--- src/rtl/m68k_bus_responder_if.sv ---
// ----------------------------------------------------------------------------
// Module   : m68k_bus_responder_if
// Purpose  : Bundles the 68000-side bus and the simple slave-side bus.
//            The responder uses the slave modport. The CPU/slave model
//            (for example a testbench) uses the master modport.
// Revision : 1.0 - initial release
// ----------------------------------------------------------------------------
`default_nettype none

interface m68k_bus_responder_if #(
  parameter int ADDR_W = 32
);
  // CPU side
  logic [ADDR_W-1:0] cpu_addr;
  logic [15:0]       cpu_write;
  logic [15:0]       cpu_read;
  logic              as_n;
  logic              uds_n;
  logic              lds_n;
  logic              rw;
  logic              dtack_n;
  logic              berr_n;
  // Slave side
  logic [ADDR_W-1:0] slv_addr;
  logic [15:0]       slv_write;
  logic [15:0]       slv_read;
  logic              slv_ds;
  logic              slv_rw;
  logic [1:0]        slv_be;
  logic              slv_ack;

  modport slave (
    input  cpu_addr, cpu_write, as_n, uds_n, lds_n, rw, slv_read, slv_ack,
    output cpu_read, dtack_n, berr_n, slv_addr, slv_write, slv_ds, slv_rw, slv_be
  );

  modport master (
    output cpu_addr, cpu_write, as_n, uds_n, lds_n, rw, slv_read, slv_ack,
    input  cpu_read, dtack_n, berr_n, slv_addr, slv_write, slv_ds, slv_rw, slv_be
  );
endinterface

`default_nettype wire

--- src/rtl/m68k_bus_responder.sv ---
// ----------------------------------------------------------------------------
// Module   : m68k_bus_responder
// Purpose  : Converts 68000 asynchronous-style bus cycles (AS/UDS/LDS/DTACK)
//            into a latched request/acknowledge slave transaction.
//            All CPU inputs are assumed to be synchronous to clk.
// Options  : M68K_BERR_TIMEOUT_EN - when defined, a request that is not
//            acknowledged within TIMEOUT cycles ends with a bus error.
// Revision : 1.0 - initial release
// ----------------------------------------------------------------------------
`default_nettype none

module m68k_bus_responder #(
  parameter int ADDR_W  = 32,
  parameter int TIMEOUT = 255
) (
  input  wire logic             clk,
  input  wire logic             reset,
  m68k_bus_responder_if.slave   bus
);

`ifdef M68K_BERR_TIMEOUT_EN
  typedef enum logic [1:0] {
    S_IDLE = 2'd0,
    S_REQ  = 2'd1,
    S_ACK  = 2'd2,
    S_ERR  = 2'd3
  } state_t;

  localparam int c_CNT_W = (TIMEOUT > 1) ? $clog2(TIMEOUT + 1) : 1;

  logic [c_CNT_W-1:0] r_count, w_count_next;
  logic               r_berr_n, w_berr_n_next;
`else
  typedef enum logic [1:0] {
    S_IDLE = 2'd0,
    S_REQ  = 2'd1,
    S_ACK  = 2'd2
  } state_t;
`endif

  state_t            r_state, w_state_next;
  logic [ADDR_W-1:0] r_addr, w_addr_next;
  logic [15:0]       r_wdata, w_wdata_next;
  logic [15:0]       r_rdata, w_rdata_next;
  logic              r_ds, w_ds_next;
  logic              r_rw, w_rw_next;
  logic [1:0]        r_be, w_be_next;
  logic              r_dtack_n, w_dtack_n_next;
  // Set once AS has been seen released; a new cycle needs this armed so a
  // held-low AS (after a completed cycle or after reset) never re-triggers.
  logic              r_armed, w_armed_next;
  logic              w_start;

  assign w_start = !bus.as_n && (!bus.uds_n || !bus.lds_n) && r_armed;

  // Next-state and next-output decode for the bus-cycle FSM.
  always_comb begin
    w_state_next   = r_state;
    w_addr_next    = r_addr;
    w_wdata_next   = r_wdata;
    w_rdata_next   = r_rdata;
    w_ds_next      = r_ds;
    w_rw_next      = r_rw;
    w_be_next      = r_be;
    w_dtack_n_next = r_dtack_n;
    w_armed_next   = r_armed | bus.as_n;
`ifdef M68K_BERR_TIMEOUT_EN
    w_count_next   = r_count;
    w_berr_n_next  = r_berr_n;
`endif
    case (r_state)
      S_IDLE: begin
        if (w_start) begin
          w_addr_next  = bus.cpu_addr;
          w_wdata_next = bus.cpu_write;
          w_rw_next    = bus.rw;
          w_be_next    = ~{bus.uds_n, bus.lds_n};
          w_ds_next    = 1'b1;
          w_armed_next = 1'b0;
          w_state_next = S_REQ;
`ifdef M68K_BERR_TIMEOUT_EN
          w_count_next = '0;
`endif
        end
      end
      S_REQ: begin
        if (bus.as_n) begin
          // CPU abandoned the cycle; a coincident ack is discarded.
          w_ds_next    = 1'b0;
          w_state_next = S_IDLE;
        end else if (bus.slv_ack) begin
          w_ds_next      = 1'b0;
          w_dtack_n_next = 1'b0;
          if (r_rw) begin
            w_rdata_next = bus.slv_read;
          end
          w_state_next   = S_ACK;
        end
`ifdef M68K_BERR_TIMEOUT_EN
        else if (r_count == c_CNT_W'(TIMEOUT - 1)) begin
          w_ds_next     = 1'b0;
          w_berr_n_next = 1'b0;
          w_state_next  = S_ERR;
        end else begin
          w_count_next = r_count + 1'b1;
        end
`endif
      end
      S_ACK: begin
        if (bus.as_n) begin
          w_dtack_n_next = 1'b1;
          w_state_next   = S_IDLE;
        end
      end
`ifdef M68K_BERR_TIMEOUT_EN
      S_ERR: begin
        if (bus.as_n) begin
          w_berr_n_next = 1'b1;
          w_state_next  = S_IDLE;
        end
      end
`endif
      default: begin
        w_state_next = S_IDLE;
      end
    endcase
  end

  // State and registered-output update; reset abandons any cycle in flight.
  always_ff @(posedge clk or posedge reset) begin
    if (reset) begin
      r_state   <= S_IDLE;
      r_addr    <= '0;
      r_wdata   <= '0;
      r_rdata   <= '0;
      r_ds      <= 1'b0;
      r_rw      <= 1'b1;
      r_be      <= 2'b00;
      r_dtack_n <= 1'b1;
      r_armed   <= 1'b0;
`ifdef M68K_BERR_TIMEOUT_EN
      r_count   <= '0;
      r_berr_n  <= 1'b1;
`endif
    end else begin
      r_state   <= w_state_next;
      r_addr    <= w_addr_next;
      r_wdata   <= w_wdata_next;
      r_rdata   <= w_rdata_next;
      r_ds      <= w_ds_next;
      r_rw      <= w_rw_next;
      r_be      <= w_be_next;
      r_dtack_n <= w_dtack_n_next;
      r_armed   <= w_armed_next;
`ifdef M68K_BERR_TIMEOUT_EN
      r_count   <= w_count_next;
      r_berr_n  <= w_berr_n_next;
`endif
    end
  end

  assign bus.slv_addr  = r_addr;
  assign bus.slv_write = r_wdata;
  assign bus.cpu_read  = r_rdata;
  assign bus.slv_ds    = r_ds;
  assign bus.slv_rw    = r_rw;
  assign bus.slv_be    = r_be;
  assign bus.dtack_n   = r_dtack_n;
`ifdef M68K_BERR_TIMEOUT_EN
  assign bus.berr_n    = r_berr_n;
`else
  assign bus.berr_n    = 1'b1;
`endif

endmodule

`default_nettype wire

--- src/flat_wrapper.sv ---
// flat-port wrapper written by rule: the top's interface ports become plain ports
module m68k_bus_responder_flat 
#(
  parameter int ADDR_W  = 32,
  parameter int TIMEOUT = 255
)
  (clk, reset, bus_cpu_addr, bus_cpu_write, bus_as_n, bus_uds_n, bus_lds_n, bus_rw, bus_slv_read, bus_slv_ack, bus_cpu_read, bus_dtack_n, bus_berr_n, bus_slv_addr, bus_slv_write, bus_slv_ds, bus_slv_rw, bus_slv_be);
  m68k_bus_responder_if #(.ADDR_W(ADDR_W)) bus_i ();
  input  wire logic clk;
  input  wire logic reset;
  input wire logic [$bits(bus_i.cpu_addr)-1:0] bus_cpu_addr;
  input wire logic [$bits(bus_i.cpu_write)-1:0] bus_cpu_write;
  input wire logic [$bits(bus_i.as_n)-1:0] bus_as_n;
  input wire logic [$bits(bus_i.uds_n)-1:0] bus_uds_n;
  input wire logic [$bits(bus_i.lds_n)-1:0] bus_lds_n;
  input wire logic [$bits(bus_i.rw)-1:0] bus_rw;
  input wire logic [$bits(bus_i.slv_read)-1:0] bus_slv_read;
  input wire logic [$bits(bus_i.slv_ack)-1:0] bus_slv_ack;
  output wire logic [$bits(bus_i.cpu_read)-1:0] bus_cpu_read;
  output wire logic [$bits(bus_i.dtack_n)-1:0] bus_dtack_n;
  output wire logic [$bits(bus_i.berr_n)-1:0] bus_berr_n;
  output wire logic [$bits(bus_i.slv_addr)-1:0] bus_slv_addr;
  output wire logic [$bits(bus_i.slv_write)-1:0] bus_slv_write;
  output wire logic [$bits(bus_i.slv_ds)-1:0] bus_slv_ds;
  output wire logic [$bits(bus_i.slv_rw)-1:0] bus_slv_rw;
  output wire logic [$bits(bus_i.slv_be)-1:0] bus_slv_be;
  assign bus_i.cpu_addr = bus_cpu_addr;
  assign bus_i.cpu_write = bus_cpu_write;
  assign bus_i.as_n = bus_as_n;
  assign bus_i.uds_n = bus_uds_n;
  assign bus_i.lds_n = bus_lds_n;
  assign bus_i.rw = bus_rw;
  assign bus_i.slv_read = bus_slv_read;
  assign bus_i.slv_ack = bus_slv_ack;
  assign bus_cpu_read = bus_i.cpu_read;
  assign bus_dtack_n = bus_i.dtack_n;
  assign bus_berr_n = bus_i.berr_n;
  assign bus_slv_addr = bus_i.slv_addr;
  assign bus_slv_write = bus_i.slv_write;
  assign bus_slv_ds = bus_i.slv_ds;
  assign bus_slv_rw = bus_i.slv_rw;
  assign bus_slv_be = bus_i.slv_be;
  m68k_bus_responder #(.ADDR_W(ADDR_W), .TIMEOUT(TIMEOUT)) u_core (.clk(clk), .reset(reset), .bus(bus_i));
endmodule
--- config.mk ---
export PLATFORM = sky130hd
export DESIGN_NAME = m68k_bus_responder_flat
export DESIGN_NICKNAME = d
export VERILOG_FILES = /design/src/rtl/m68k_bus_responder_if.sv /design/src/rtl/m68k_bus_responder.sv /design/src/flat_wrapper.sv
export SDC_FILE = /design/constraint.sdc
export NUM_CORES = 1
export LEC_CHECK = 0
export CELL_PAD_IN_SITES_DETAIL_PLACEMENT = 1
export CELL_PAD_IN_SITES_GLOBAL_PLACEMENT = 1
export CORE_ASPECT_RATIO = 2
export CORE_MARGIN = 2
export CORE_UTILIZATION = 35
export CTS_CLUSTER_DIAMETER = 30
export DETAILED_ROUTE_END_ITERATION = 16
export GPL_ROUTABILITY_DRIVEN = 0
export PLACE_DENSITY = 0.95
export SYNTH_ARGS = -nofsm -noshare
export SYNTH_HDL_FRONTEND = slang
export SYNTH_SLANG_ARGS = --single-unit
--- constraint.sdc ---
create_clock -name clk -period 4.14 [get_ports clk]
set_input_delay 0.621 -clock clk [delete_from_list [all_inputs] [get_ports clk]]
set_output_delay 0.621 -clock clk [all_outputs]
set_load 0.01 [all_outputs]
==> reports/qor.yml <==
outcome:
  outcome: "finished, final reports clean"
sta:
  fin_crit_ns: 2.63
  worst_pin_slew_ns: 1.04
  timing.final.crit_share_pct: 63.6
  fin_worst_skew_ns: 0.00653
  setup_viol: 0
  setup_slack_ns: 1.51
  final.setup.tns_ns: 0
  final_hold_viol_count: 0
  max_freq_mhz: 380
  rsz0062_at_grt: "false"
  slew_headroom_pct: 30.7
  report.final.slew_viol_count: 0
die:
  die_w_um: 68.8
  fp-row-count: 47
  fp.dieArea_um2: 9200
  core_area_um2: 8230
  pin_count: 141
  start_util_pct: 35.7
  die_h_um: 134
placed_design:
  dp_slack_ns: 1.13
  io_buffers: 139
  hpwl_um: 5930
layout:
  multi_input_area_um2: 1050
  final_cell_mix: "139 x clkdlybuf4s50_1, 70 x dfrtp_1, 46 x mux2_4"
  fin_util_pct: 56.8
  final_common_cell: "clkdlybuf4s50_1"
  n_antenna_cell: 0
  fillCellCount: 795
  layout-drive-gt1-share_pct: 28.1
  layout.nets: 383
  regArea_um2: 1800
  area_delta_synth_final_pct: 59.0
flow_run:
  cap_violations: 0
routing:
  wl_per_cell_um: 19.1
  vias: 1946
  ant_nets: 0
  firstDrtPassIters: 4
  drc: 0
  drt-vias-per-instance: 4.69
  wl_um: 7930
  drt-initial-drc-count: 64
yosys:
  syn_avg_cell_area_um2: 17.6
  netlist_instances: 167
  synthesis.area_um2: 2940
  synth_area_leaders: "dfrtp_1 60%, mux2_4 23%, mux2_2 7.3%"
  yosys_warnings: 0
  ys_seq_area_share_pct: 61.3
  synth_top_area_share_pct: 59.5
  synth_cell_types: 22
  synth_top_area_cell: "dfrtp_1"
  synth_seq_cells: 72
  syn_nets: 238
setup_path:
  critPathKind: "primary input to flop"
  crit_path_end_kind: "flop"
  worst_ep_arrival_time_ns: 2.84
  path_max_fanout: 53
  start_kind: "primary input"
  cp_data_required_time_ns: 4.35
clock_tree:
  cts_tree: "yes"
  cts_buffers: 9
  post-cts-setup-buffers: 0
  clk_pin_slew_ns: 0.05
  clock_path_buffers: 2
  worstSkewPairLatency_ns: 0.34
  cts_resized: 0
  ctsHtreeMaxLevel: 3
  ctsHoldBuffers: 0
  cts-root-buf: "clkbuf_16"
  clock-sinks: 72
global_routing:
  first_global_vias: 2148
  grt_overflow: 0
  grt.total_usage_pct: 18.1
  grt_first_pass_wirelength_um: 11600
  antenna_found_initial: 0
  grt_max_degree: 54
min_path:
  hold_class: "flop to flop"
pwr:
  irDropWorstVdd_v: 0.000291
  p_leak_uw: 0.00215
  p_per_area_nw_per_um2: 644
[routing by layer]
| layer | vias up | wire [µm] | global-route usage (%) |
|---|---|---|---|
| met2 | 84 | 4530 | 31.8 |
| li1 | 868 | - | - |
| met3 | 16 | 475 | 4.65 |
| met5 | - | 0 | 0 |
| met4 | 0 | 252 | 9.91 |
| met1 | 978 | 2670 | 18.4 |
[state kept, by name (all words and copies together) (netlist names)]
register,count
u_core.bus.slv_rw,1
u_core.bus.slv_write,16
u_core.bus.slv_ds,1
u_core.bus.dtack_n,1
u_core.bus.slv_be,2
u_core.r_armed,1
u_core.r_state,2
u_core.bus.cpu_read,16
u_core.bus.slv_addr,32
[power breakdown]
group	internal, µW	switching, µW
combinational	784	395
sequential	970	160
clock	419	285
total	2170	839
[worst paths after layout]
check / depth (start not counted) / startpoint / endpoint / slack (ns)
worst max-delay path: 4 / bus_uds_n / u_core.bus.slv_write[0]$_DFFE_PP0P_ / 1.51
worst min-delay path: 1 / u_core.bus.cpu_read[9]$_DFFE_PP0P_ / u_core.bus.cpu_read[9]$_DFFE_PP0P_ / 0.51
worst max register to register: 3 / u_core.r_state[0]$_DFFE_PP0P_ / u_core.bus.slv_write[0]$_DFFE_PP0P_ / 1.77
worst min register to register: 1 / u_core.bus.cpu_read[9]$_DFFE_PP0P_ / u_core.bus.cpu_read[9]$_DFFE_PP0P_ / 0.51
max in group asynchronous: 3 / reset / u_core.bus.slv_rw$_DFFE_PP1P_ / 2.51
min in group asynchronous: 2 / reset / u_core.bus.slv_write[2]$_DFFE_PP0P_ / 0.81
[Yosys cell counts]
master	n
a21oi_1	2
inv_1	5
nand2b_1	1
o41ai_1	1
nor2_1	2
mux2_4	46
mux2_2	19
buf_4	1
nand4b_2	1
conb_1	1
a211oi_2	1
mux2i_1	3
o21bai_1	1
nand3b_4	1
dfrtp_1	70
o31ai_1	1
nand2_1	1
buf_2	1
buf_6	5
o21ai_0	1
nor2b_2	1
dfstp_2	2
[metrics by stage]
step	std cells	instance area (µm²)	power, µW	hold WS (ns)
after floorplan	167	2940	1620	0.499
after global placement	399	4400	2270	0.486
after detailed placement	399	4400	2330	0.493
after CTS	415	4680	3060	0.511
after global routing	415	4680	3170	0.523
final	415	4680	3010	0.506
[area by class of cell]
type / count / share of cell area, %
sequential: 72 / 38.6
timing repair buffer: 141 / 30.1
multi-input combinational: 83 / 22.5
clock buffer: 11 / 5.19
tap: 98 / 2.62
clock inverter: 5 / 0.695
inverter: 5 / 0.401
[critical path, cell delays in order]
cell and delay, ns:
clkdlybuf4s50_1 0.43, a211oi_2 0.35, nand3b_4 0.79, mux2_4 0.60
[cell families (layout without fill, tap and decap cells)]
group / count (synthesis) / after routing / synth area share, %
other: 1 / 1 / 0.127
AO/OA/AOI/OAI: 7 / 7 / 1.74
AND/OR/NAND/NOR: 7 / 7 / 2.08
buffers and inverters: 12 / 162 / 2.98
flip-flops: 72 / 72 / 61.3
multiplexers: 68 / 68 / 31.8
No activity file was read; power rests on OpenSTA's default activity.
